## config.mk

```make
export PLATFORM = sky130hd
export DESIGN_NAME = clk_monitor
export DESIGN_NICKNAME = d
export VERILOG_FILES = /design/src/rtl/clk_monitor.sv
export SDC_FILE = /design/constraint.sdc
export NUM_CORES = 1
export LEC_CHECK = 0
export ABC_AREA = 1
export CORE_ASPECT_RATIO = 2
export CORE_MARGIN = 1.5
export CORE_UTILIZATION = 60
export DETAILED_ROUTE_END_ITERATION = 10
export HOLD_SLACK_MARGIN = 0.06
export PLACE_DENSITY_LB_ADDON = 0.12
export RECOVER_POWER = 100
export SYNTH_ARGS = -nofsm -noshare
export SYNTH_HDL_FRONTEND = slang
export SYNTH_SLANG_ARGS = --single-unit
```

## constraint.sdc

```tcl
create_clock -name clk -period 2.4 [get_ports clk]
set_input_delay 0.36 -clock clk [delete_from_list [all_inputs] [get_ports clk]]
set_output_delay 0.36 -clock clk [all_outputs]
set_load 0.01 [all_outputs]
```

## src/rtl/clk_monitor.sv

```systemverilog
// clk_monitor: checks that an asynchronous clock (mon_in) toggles with the expected period.
// Optional high-time check is compiled in when CLK_MON_DUTY_EN is defined.
// Ports:
//   clk          in  1      sampling clock, all logic on its rising edge
//   rst          in  1      asynchronous, active-high reset
//   enable       in  1      1 = monitor runs, 0 = back to IDLE with status cleared
//   mon_in       in  1      monitored clock, asynchronous to clk
//   period_out   out CNT_W  last measured rise-to-rise period in clk cycles (held)
//   period_valid out 1      one-cycle pulse when period_out updates
//   err_period   out 1      pulse with period_valid when the period is out of tolerance
//   err_stuck    out 1      level, no rise for TIMEOUT cycles; cleared by the next rise
//   locked       out 1      level, LOCK_CNT consecutive good periods seen
//   err_duty     out 1      pulse with period_valid when the high time is out of tolerance
module clk_monitor #(
    parameter int CNT_W      = 16,
    parameter int EXP_PERIOD = 10,
    parameter int EXP_HIGH   = 5,
    parameter int TOL        = 1,
    parameter int TIMEOUT    = 64,
    parameter int LOCK_CNT   = 4
) (
    input  logic             clk,
    input  logic             rst,
    input  logic             enable,
    input  logic             mon_in,
    output logic [CNT_W-1:0] period_out,
    output logic             period_valid,
    output logic             err_period,
    output logic             err_stuck,
    output logic             locked,
    output logic             err_duty
);
    localparam logic [1:0] IDLE      = 2'd0;
    localparam logic [1:0] WAIT_EDGE = 2'd1;
    localparam logic [1:0] MEASURE   = 2'd2;
    localparam logic [1:0] LOCKED    = 2'd3;
    localparam int GOOD_W = $clog2(LOCK_CNT + 1);
    localparam logic [CNT_W-1:0] CNT_MAX = '1;
    localparam logic [CNT_W-1:0] T_CNT = CNT_W'(TIMEOUT);
    localparam logic [GOOD_W-1:0] LOCK_V = GOOD_W'(LOCK_CNT);
    // Tolerance window one bit wider than the counter so the bounds never wrap.
    localparam logic [CNT_W:0] P_LO = (CNT_W+1)'((EXP_PERIOD > TOL) ? EXP_PERIOD - TOL : 0);
    localparam logic [CNT_W:0] P_HI = (CNT_W+1)'(EXP_PERIOD + TOL);
    logic [1:0] state;
    logic [CNT_W-1:0] cnt, cnt_inc;
    logic [GOOD_W-1:0] good_cnt, good_nxt;
    logic s1, s2, s3;
    logic rise, timeout, per_ok, duty_ok;
    // Two synchronizer flops plus one delay flop for edge detection.
    always_ff @(posedge clk or posedge rst) begin
        if (rst) {s3, s2, s1} <= '0;
        else {s3, s2, s1} <= {s2, s1, mon_in};
    end
    assign rise     = s2 & ~s3;
    assign timeout  = cnt == T_CNT;
    assign cnt_inc  = (cnt == CNT_MAX) ? cnt : cnt + 1'b1;
    assign good_nxt = (good_cnt == LOCK_V) ? good_cnt : good_cnt + 1'b1;
    assign per_ok   = ({1'b0, cnt} >= P_LO) && ({1'b0, cnt} <= P_HI);
`ifdef CLK_MON_DUTY_EN
    localparam logic [CNT_W:0] H_LO = (CNT_W+1)'((EXP_HIGH > TOL) ? EXP_HIGH - TOL : 0);
    localparam logic [CNT_W:0] H_HI = (CNT_W+1)'(EXP_HIGH + TOL);
    logic [CNT_W-1:0] hcnt, high_lat;
    logic fall;
    assign fall    = s3 & ~s2;
    assign duty_ok = ({1'b0, high_lat} >= H_LO) && ({1'b0, high_lat} <= H_HI);
    // hcnt restarts at 1 on each rise so the latched value equals fall-minus-rise in clk cycles.
    always_ff @(posedge clk or posedge rst) begin
        if (rst) begin
            hcnt     <= '0;
            high_lat <= '0;
            err_duty <= 1'b0;
        end else begin
            err_duty <= 1'b0;
            if (!enable || state == IDLE) begin
                hcnt     <= '0;
                high_lat <= '0;
            end else begin
                hcnt <= rise ? CNT_W'(1) : s2 ? ((hcnt == CNT_MAX) ? hcnt : hcnt + 1'b1) : hcnt;
                if (fall) high_lat <= hcnt;
                if (rise && (state == MEASURE || state == LOCKED)) err_duty <= !duty_ok;
            end
        end
    end
`else
    assign duty_ok  = 1'b1;
    assign err_duty = 1'b0;
`endif
    always_ff @(posedge clk or posedge rst) begin
        if (rst) begin
            state        <= IDLE;
            cnt          <= '0;
            good_cnt     <= '0;
            period_out   <= '0;
            period_valid <= 1'b0;
            err_period   <= 1'b0;
            err_stuck    <= 1'b0;
            locked       <= 1'b0;
        end else begin
            period_valid <= 1'b0;
            err_period   <= 1'b0;
            if (!enable) begin
                state     <= IDLE;
                cnt       <= '0;
                good_cnt  <= '0;
                locked    <= 1'b0;
                err_stuck <= 1'b0;
            end else begin
                case (state)
                    IDLE: begin
                        state <= WAIT_EDGE;
                        cnt   <= '0;
                    end
                    WAIT_EDGE: begin
                        // The first edge only starts the count; it has no period to report.
                        if (rise) begin
                            state     <= MEASURE;
                            cnt       <= CNT_W'(1);
                            err_stuck <= 1'b0;
                        end else begin
                            cnt <= cnt_inc;
                            if (timeout) begin
                                err_stuck <= 1'b1;
                                locked    <= 1'b0;
                                good_cnt  <= '0;
                            end
                        end
                    end
                    default: begin
                        // A rise takes priority over a coincident timeout.
                        if (rise) begin
                            cnt          <= CNT_W'(1);
                            period_out   <= cnt;
                            period_valid <= 1'b1;
                            err_period   <= !per_ok;
                            err_stuck    <= 1'b0;
                            if (per_ok && duty_ok) begin
                                good_cnt <= good_nxt;
                                if (good_nxt == LOCK_V) begin
                                    state  <= LOCKED;
                                    locked <= 1'b1;
                                end
                            end else begin
                                good_cnt <= '0;
                                locked   <= 1'b0;
                                state    <= MEASURE;
                            end
                        end else if (timeout) begin
                            cnt       <= cnt_inc;
                            err_stuck <= 1'b1;
                            locked    <= 1'b0;
                            good_cnt  <= '0;
                            state     <= WAIT_EDGE;
                        end else begin
                            cnt <= cnt_inc;
                        end
                    end
                endcase
            end
        end
    end
endmodule

```

After elaboration in Yosys (flattened, before gate mapping)
Cells that the tools add are included.
- word-level logic and storage cells: 75
- bits in registers: 44
- bits of input ports: 4
- output and inout bits: 21
- equality and inequality tests: 13
- $add $sub $neg: 2
- multiplexer cells: 35
- reductions and logical operators: 9
- bitwise operators: 3
- $lt $le $gt $ge: 2
- operators with widths (operator ; number):
    2-to-1 mux 16 bit ; 4
    2-to-1 mux 3 bit ; 6
    adder 16 x 1 -> 16 bit (second input constant) ; 1
    == test 16 bit (second input constant) ; 1
    == test 16 x 7 -> 1 bit (second input constant) ; 1
    >= comparator 16 x 4 -> 1 bit (second input constant) ; 1
    <= comparator 16 x 4 -> 1 bit (second input constant) ; 1
    2-to-1 mux 1 bit ; 16
    2-to-1 mux 2 bit ; 6
    AND reduction 3 bit ; 3
    inequality test 4 x 3 -> 1 bit (second input constant) ; 2
    == test 3 bit (second input constant) ; 2
    inequality test 3 bit (second input constant) ; 2
    inequality test 6 x 3 -> 1 bit (second input constant) ; 1
    one-hot mux 3 bit (2 select lines) ; 1
    inequality test 4 x 1 -> 1 bit (second input constant) ; 1
    one-hot mux 2 bit (2 select lines) ; 1
    AND reduction 2 bit ; 2
    adder 3 x 1 -> 3 bit (second input constant) ; 1
    inequality test 3 x 1 -> 1 bit (second input constant) ; 1
    == test 2 x 1 -> 1 bit (second input constant) ; 1
    logical NOT 2 bit ; 1
    inequality test 2 bit (second input constant) ; 1
    inverter 1 bit ; 2
    5 further kinds ; 5

Longest topological paths before layout
Gate-level depths: netlist of the first run.
- depth in word-level cells: 8
- gate-level depth with buffers: 11
- depth with buffers taken out: 11

Worst setup path after synthesis of the first run
OpenSTA, ideal clock, no wires.
- path type: register -> register
- from: register cnt[0]
- to: register cnt[10]
- cell stages (with the launch flop): 11
- data required time: 2.283 ns
- path slack: 0.952 ns
- setup time: 0.117 ns
- period minus slack after synthesis: 1.448 ns
- data arrival time: 1.331 ns
- buffers on the path: 1
- cells stage by stage: dfrtp_1 > ha_1 > nand3_1 > inv_2 > nand2_2 > nor2_4 > nand2_2 > buf_6 > nand3_2 > o21ai_1 > inv_1
- cells in the longest elaborated chain, start to end: 5
- elaborated cells between the ends (all ways): 7
- those cells by class: 1 x add/sub; 2 x eq/ne; 4 x mux
- RTL lines (what ; line ; RTL):
    from (decl) ; 45 ; logic [CNT_W-1:0] cnt, cnt_inc;
    from (signal assigned) ; 120 ; cnt <= cnt_inc;
    from (signal assigned) ; 148 ; cnt <= cnt_inc;
    from (signal assigned) ; 154 ; cnt <= cnt_inc;
    adder 16 x 1 -> 16 bit ; 56 ; assign cnt_inc = (cnt == CNT_MAX) ? cnt : cnt + 1'b1;
    2-to-1 mux 16 bit ; 56 ;
    2-to-1 mux 16 bit ; 130 ; if (rise) begin
    2-to-1 mux 16 bit ; - ;
    2-to-1 mux 16 bit ; 101 ; if (!enable) begin
Parallel ways exist; a longest one is shown, timed or not. The select of a mux whose other input is x is not followed.
A chain may end at the register's enable or synchronous reset.

Final worst setup path of the first run
- from: input port enable
- to: register state[1]
- cells in the longest elaborated chain, start to end: 2
- elaborated cells between the ends (all ways): 5
- those cells by class: 3 x eq/ne; 1 x mux; 1 x reduce/logical
- RTL lines (what ; line ; RTL):
    from (decl) ; 24 ; input logic enable,
    inequality test 6 x 3 -> 1 bit (no line) (tied with other cells) ; - ;
    AND reduction 3 bit (no line) ; - ;
    to (signal assigned) ; 90 ; state <= IDLE;
    to (signal assigned) ; 102 ; state <= IDLE;
    to (signal assigned) ; 110 ; state <= WAIT_EDGE;
    to (decl) ; 44 ; logic [1:0] state;
Parallel ways exist; a longest one is shown, timed or not.

==> results of run 1 <==
## cell type report
cell class	count	area, um^2	area share
clock buffer	6	72.6	0.0269
sequential	44	1100	0.408
timing repair buffer	25	238	0.0880
clock inverter	1	5.00	0.00185
inverter	51	191	0.0709
tap	51	63.8	0.0236
multi-input combinational	218	1030	0.381
## per-layer routing
metal | vias up | GRT usage | share of wire
li1 | 1058 | - | -
met1 | 1006 | 0.332 | 0.37
met2 | 79 | 0.497 | 0.54
met3 | 23 | 0.0433 | 0.040
met4 | 0 | 0.153 | 0.047
met5 | - | 0 | 0
## power groups by stage
| stage | sequential [W] | combinational, W | clock, W |
|---|---|---|---|
| after floorplan | 0.000807 | 0.000168 | 0 |
| after global placement | 0.000807 | 0.000242 | 0 |
| after detailed placement | 0.000810 | 0.000246 | 0 |
| after CTS | 0.000795 | 0.000248 | 0.000433 |
| after global routing | 0.000799 | 0.000275 | 0.000465 |
| final | 0.000796 | 0.000237 | 0.000420 |
## logic make-up after synthesis
family	Yosys count	synth area share
DFF	44	0.464
buffers and inverters	58	0.0976
and+or+nand+nor	171	0.311
AOI/OAI and AO/OA	40	0.0934
other	1	0.00158
adders and majority gates	6	0.0317
## Yosys cell counts, drive strengths merged
master  number
o211ai       3
ha           6
nand2       78
nand3       33
a21oi        8
nor3         8
inv         51
dfrtp       44
conb         1
o211a        1
nand4        4
o21a         1
a31oi        2
buf          4
clkbuf       3
nand3b       2
o22a         1
nor2        46
o21ai       24
## stage by stage
step	total power (W)	cell area, um^2	std cells	utilization	hold WS [ns]
global placement	0.00105	2640	389	0.694	0.341
global route	0.00154	2700	396	0.710	0.392
finish	0.00145	2700	396	0.710	0.370
floorplan	0.000975	2370	320	-	0.331
CTS	0.00148	2720	396	0.714	0.375
detailed placement	0.00106	2640	389	0.694	0.349
## flip-flops by register name, indices dropped and copies added (netlist names)
register / cells
period_out: 16
period_valid: 1
cnt: 16
state: 2
err_stuck: 1
s1: 1
err_period: 1
good_cnt: 3
locked: 1
s3: 1
s2: 1
## how the worst max path moves through the flow
stage,end,cells past startpoint
floorplan,cnt[10],10
global placement,period_out[4],6
detailed placement,cnt[13],9
CTS,cnt[13],9
global route,cnt[13],9
finish,state[1],7
## worst max-delay path: stages
cell and delay [ns]:
dlygate4sd3_1 0.62, nand2_1 0.11, nor2_1 0.29, inv_1 0.44, nand2_1 0.23, nand2_1 0.07, nand2_1 0.06
## cell usage in the layout, fill, tap and decap left out, types with 2 or more instances in the layout
cell	n
nand3b_1	2
o211ai_1	3
o21ai_0	22
nand2_2	2
a31oi_1	2
ha_1	6
clkbuf_8	5
clkbuf_1	3
inv_2	4
o21ai_1	2
dlygate4sd3_1	23
nand2_1	76
nand4_1	4
nand3_1	33
nor3_1	8
nor2_1	43
a21oi_1	8
nor2_2	2
inv_1	46
dfrtp_1	44
==> impl_metrics.tcl, run 1 <==
set metrics [dict create \
    status "finished clean" \
    first_pass_iters 4 \
    design.final.nets 355 \
    pre_cts_slack_ns 0.299 \
    synth-seq-cells 44 \
    holdPathStages 0 \
    clock_skew_ns 0.00538 \
    timing.hold.worst.class "reg2reg" \
    regToRegStartpoint "s3" \
    required_time_worst_endpoint_ns 2.63 \
    p_leak_nw 1.36 \
    drt.antenna.violating_nets 0 \
    ys_types 27 \
    combinationalPowerShare 0.163 \
    timing_worst_setup_path_type "in2reg" \
    finalHoldViolations 0 \
    worst_r2r_endpoint "state[1]" \
    grt_setup_unrepaired "no" \
    cts_inserted_buffers 5 \
    drive_above_1_share 0.0435 \
    hold_end "s2" \
    grt_antenna_before_repair 0 \
    final.fill_count 323 \
    routed-via-count 2166 \
    routabilityCongestion 0.996 \
    post_cts_resize_count 0 \
    synth_top_area_cell "dfrtp_1" \
    grt_use_total 0.295 \
    post-route-min-period_ns 1.96 \
    final_min_period_over_clock_period 0.815 \
    floorplan.die.height_um 91.9 \
    holdBufCountCts 0 \
    layout_setup_ws_ns 0.444 \
    cts_htree_levels 2 \
    post_drt_via_cell_ratio 5.47 \
    drt-initial-drc-count 95 \
    crit_path_start "enable" \
    num_rows 32 \
    critical_path.max_fanout 33 \
    vias_in_the_first_global_route 2055 \
    clock_tree.root_cell "clkbuf_8" \
    syn-num-nets 330 \
    die_width_um 47.5 \
    post-synth-top-area-fraction 0.464 \
    grt_remaining_overflow 0 \
    total_switching_power_w 0.000412 \
    fp.dieArea_mm2 0.00436 \
    io_buffers 23 \
    post-cts-setup-buffers 0 \
    internal_power_w 0.00104 \
    timing.final.setup_violations 0 \
    sw_frac_of_total 0.283 \
    postSynthCellCount 320 \
    floorplan.core_area_mm2 0.00380 \
    grt_pass1_wl_mm 9.22 \
    area_contributors_post_synth "dfrtp_1 (46%), nand2_1 (12%), inv_1 (7.4%)" \
    ff2ff_path_depth 7 \
    wl_per_cell_um 14.1 \
    flow.area_growth_from_synthesis_pct 13.9 \
    drcViolationCount 0 \
    starting_density 0.623 \
    cellPowerDensity_mw_per_mm2 538 \
    wl_mm 5.59 \
    syn_area_per_cell_um2 7.41 \
    setup.worst_path.start_class "input port" \
    clkSlewWorstSetupHoldPaths_ns 0.07 \
    maxCapViolCount 0 \
    yosys_warnings 0 \
    grt_max_degree 34 \
    post_synth_instance_area_mm2 0.00237 \
    timing_worst_slew_pin_value_ns 0.855 \
    worst-r2r-setup-slack_ns 0.53 \
    dp_hpwl_mm 4.42 \
    clock_power_share 0.289 \
    share_of_synthesized_area_occupied_by_flip_flops_and_latches 0.464 \
    max_clock_freq_mhz 511 \
    worst-endpoint-arrival_ns 2.19 \
    ioPinCount 25 \
    min_from "s1" \
    n_antenna_cell 0 \
    clock_tree.buffer_depth 2 \
    tritoncts "yes" \
    setup-tns-final_ns 0 \
    critPathCaptureType "register" \
    cts.sink_count 44 \
    irDropWorstVdd_mv 0.514 \
    count_of_pins_over_their_slew_limit 0 \
    seq_power_share 0.548 \
    slew_headroom 0.427 \
    worstSkewPairLatency_ns 0.29 \
]
Power figures use the tool's default switching activity.
==> run 2: changes to the inputs <==
--- a/config.mk
+++ b/config.mk
@@ -8,7 +8,7 @@
 export ABC_AREA = 1
 export CORE_ASPECT_RATIO = 2
 export CORE_MARGIN = 1.5
-export CORE_UTILIZATION = 60
+export CORE_UTILIZATION = 56
 export DETAILED_ROUTE_END_ITERATION = 10
 export HOLD_SLACK_MARGIN = 0.06
 export PLACE_DENSITY_LB_ADDON = 0.12
==> constraint.sdc (replaced) <==
create_clock -name clk -period 1.9 [get_ports clk]
set_input_delay 0.285 -clock clk [delete_from_list [all_inputs] [get_ports clk]]
set_output_delay 0.285 -clock clk [all_outputs]
set_load 0.01 [all_outputs]
==> run 2 against run 1 <==
  * Clock power grew 47%
  * Clock-buffer cell count rose by 1
  * Total power is 33% higher
  * Highest routed layer unchanged
  * Via count decreased by 1.3%
  * Core utilization down 3.4 points
  * Worst hold slack lost 0.016 ns
  * Wire length decreased by 3.4%
  * Register-to-register slack got worse by 0.35 ns
  * Worst setup slack worse by 0.27 ns
  * Non-clock buffer count rose by 5
  * Final area is 2.4% higher
  * Clock skew increased by 0.0023 ns
==> impl_metrics.tcl, run 2 (synthesis gave the netlist of run 1 again) <==
set metrics [dict create \
    vias_in_the_first_global_route 2021 \
    post_drt_via_cell_ratio 5.32 \
    grt_pass1_wl_mm 9.06 \
    cts_htree_levels 2 \
    stdcell_area_mm2 0.00276 \
    status "finished clean" \
    stdcell_count 402 \
    total_switching_power_w 0.000529 \
    drive_above_1_share 0.0686 \
    io_buffers 23 \
    timing.hold.worst.class "reg2reg" \
    ff2ff_path_depth 9 \
    fin_worst_hold_slack_ns 0.354 \
    clock_skew_ns 0.00768 \
    pre_cts_slack_ns 0.0217 \
    routabilityCongestion 0.957 \
    seq_power_share 0.516 \
    dp_cells 395 \
    clock_power_share 0.318 \
    timing.final.setup_violations 0 \
    post_cts_resize_count 0 \
    grt_use_total 0.260 \
    num_rows 33 \
    n_antenna_cell 0 \
    clock_tree.buffer_depth 2 \
    clkSlewWorstSetupHoldPaths_ns 0.08 \
    max_stage_delay_ns 0.42 \
    count_of_pins_over_their_slew_limit 0 \
    max_clock_freq_mhz 580 \
    clock_tree.root_cell "clkbuf_8" \
    post-route-min-period_ns 1.72 \
    starting_density 0.580 \
    most_used_cells_in_the_layout_excluding_fill_and_tap_cells "nand2_1 (76), inv_1 (46), dfrtp_1 (44)" \
    crit_path_cell_trace "ha_1 -> nand3_1 -> inv_2 -> nand2_2 -> nor2_4 -> nand2_2 -> nand3_1 -> o21ai_0 -> inv_1" \
    final_min_period_over_clock_period 0.908 \
    holdBufCountCts 0 \
    post-cts-setup-buffers 0 \
    drt.antenna.violating_nets 0 \
    first_pass_iters 5 \
    worst_path_max_delay_cell "dfrtp_1" \
    layout_setup_ws_ns 0.175 \
    cts_inserted_buffers 5 \
    drcViolationCount 0 \
    combinationalPowerShare 0.165 \
    internal_power_w 0.00141 \
    cts.sink_count 44 \
    grt_max_degree 34 \
    worst-endpoint-arrival_ns 1.91 \
    slew_headroom 0.481 \
    floorplan.core_area_mm2 0.00409 \
    required_time_worst_endpoint_ns 2.09 \
    flow.area_growth_from_synthesis_pct 16.6 \
    p_leak_nw 1.40 \
    holdPathStages 0 \
    floorplan.die.height_um 95.0 \
    critical_path.max_fanout 12 \
    setup-tns-final_ns 0 \
    grt_remaining_overflow 0 \
    final.fill_count 368 \
    layout.cells.most_common "nand2_1" \
    ioPinCount 25 \
    timing_worst_slew_pin_value_ns 0.777 \
    sw_frac_of_total 0.273 \
    wl_mm 5.40 \
    grt_antenna_before_repair 0 \
    finalHoldViolations 0 \
    cellPowerDensity_mw_per_mm2 701 \
    wl_per_cell_um 13.4 \
    dp_hpwl_mm 4.26 \
    setup.worst_path.start_class "register" \
    die_width_um 49.0 \
    fp.dieArea_mm2 0.00466 \
    routed-via-count 2137 \
    irDropWorstVdd_mv 0.522 \
    worstSkewPairLatency_ns 0.30 \
    drt-initial-drc-count 61 \
    largest_registers_in_the_final_layout "cnt (16), period_out (16), good_cnt (3)" \
    tritoncts "yes" \
    grt_setup_unrepaired "no" \
    maxCapViolCount 0 \
    design.final.nets 360 \
    critPathCaptureType "register" \
    timing_worst_setup_path_type "reg2reg" \
    placed_area_mm2 0.00268 \
]
## run 2: stage by stage
stage	total power (W)	utilization
finish	0.00194	0.676
CTS	0.00197	0.679
floorplan	0.00123	-
global route	0.00205	0.676
detailed placement	0.00135	0.655
global placement	0.00134	0.655
## run 2: per-layer routing
layer	GRT usage	routed length, um	up-vias
met5	0	0	-
met4	0.181	283	0
met3	0.0345	184	25
met2	0.463	2820	59
met1	0.282	2120	983
li1	-	-	1070
## run 2: final cells by class
| class | instances | area [um^2] | area share |
|---|---|---|---|
| Sequential cell | 44 | 1100 | 0.398 |
| Multi-Input combinational cell | 218 | 1030 | 0.374 |
| Timing Repair Buffer | 30 | 277 | 0.100 |
| Inverter | 51 | 191 | 0.0693 |
| Clock buffer | 7 | 96.3 | 0.0349 |
| Tap cell | 52 | 65.1 | 0.0235 |
## run 2: final timing paths
kind	startpoint	to	slack (ns)
max	cnt[0]	cnt[10]	0.18
min	s1	s2	0.35
max reg2reg	cnt[0]	cnt[10]	0.18
min reg2reg	s1	s2	0.35
max in group asynchronous	rst	cnt[0]	0.67
min in group asynchronous	rst	cnt[11]	0.41
## run 2: power by group through the flow
stage / Combinational [W] / Clock, W / Sequential, W
2_1_floorplan: 0.000213 / 0 / 0.00102
5_1_grt: 0.000367 / 0.000674 / 0.00101
6_report: 0.000320 / 0.000617 / 0.00100
3_3_place_gp: 0.000323 / 0 / 0.00102
3_5_place_dp: 0.000327 / 0 / 0.00102
4_1_cts: 0.000331 / 0.000634 / 0.00100
## run 2: critical path: cells and delay by family, from the launching register on
family	cells	cell delay, ns
AO/OA/AOI/OAI	1	0.19
flip-flops	1	0.42
buffers and inverters	2	0.12
adder cells (fa/ha/maj)	1	0.26
AND/OR/NAND/NOR	5	0.62
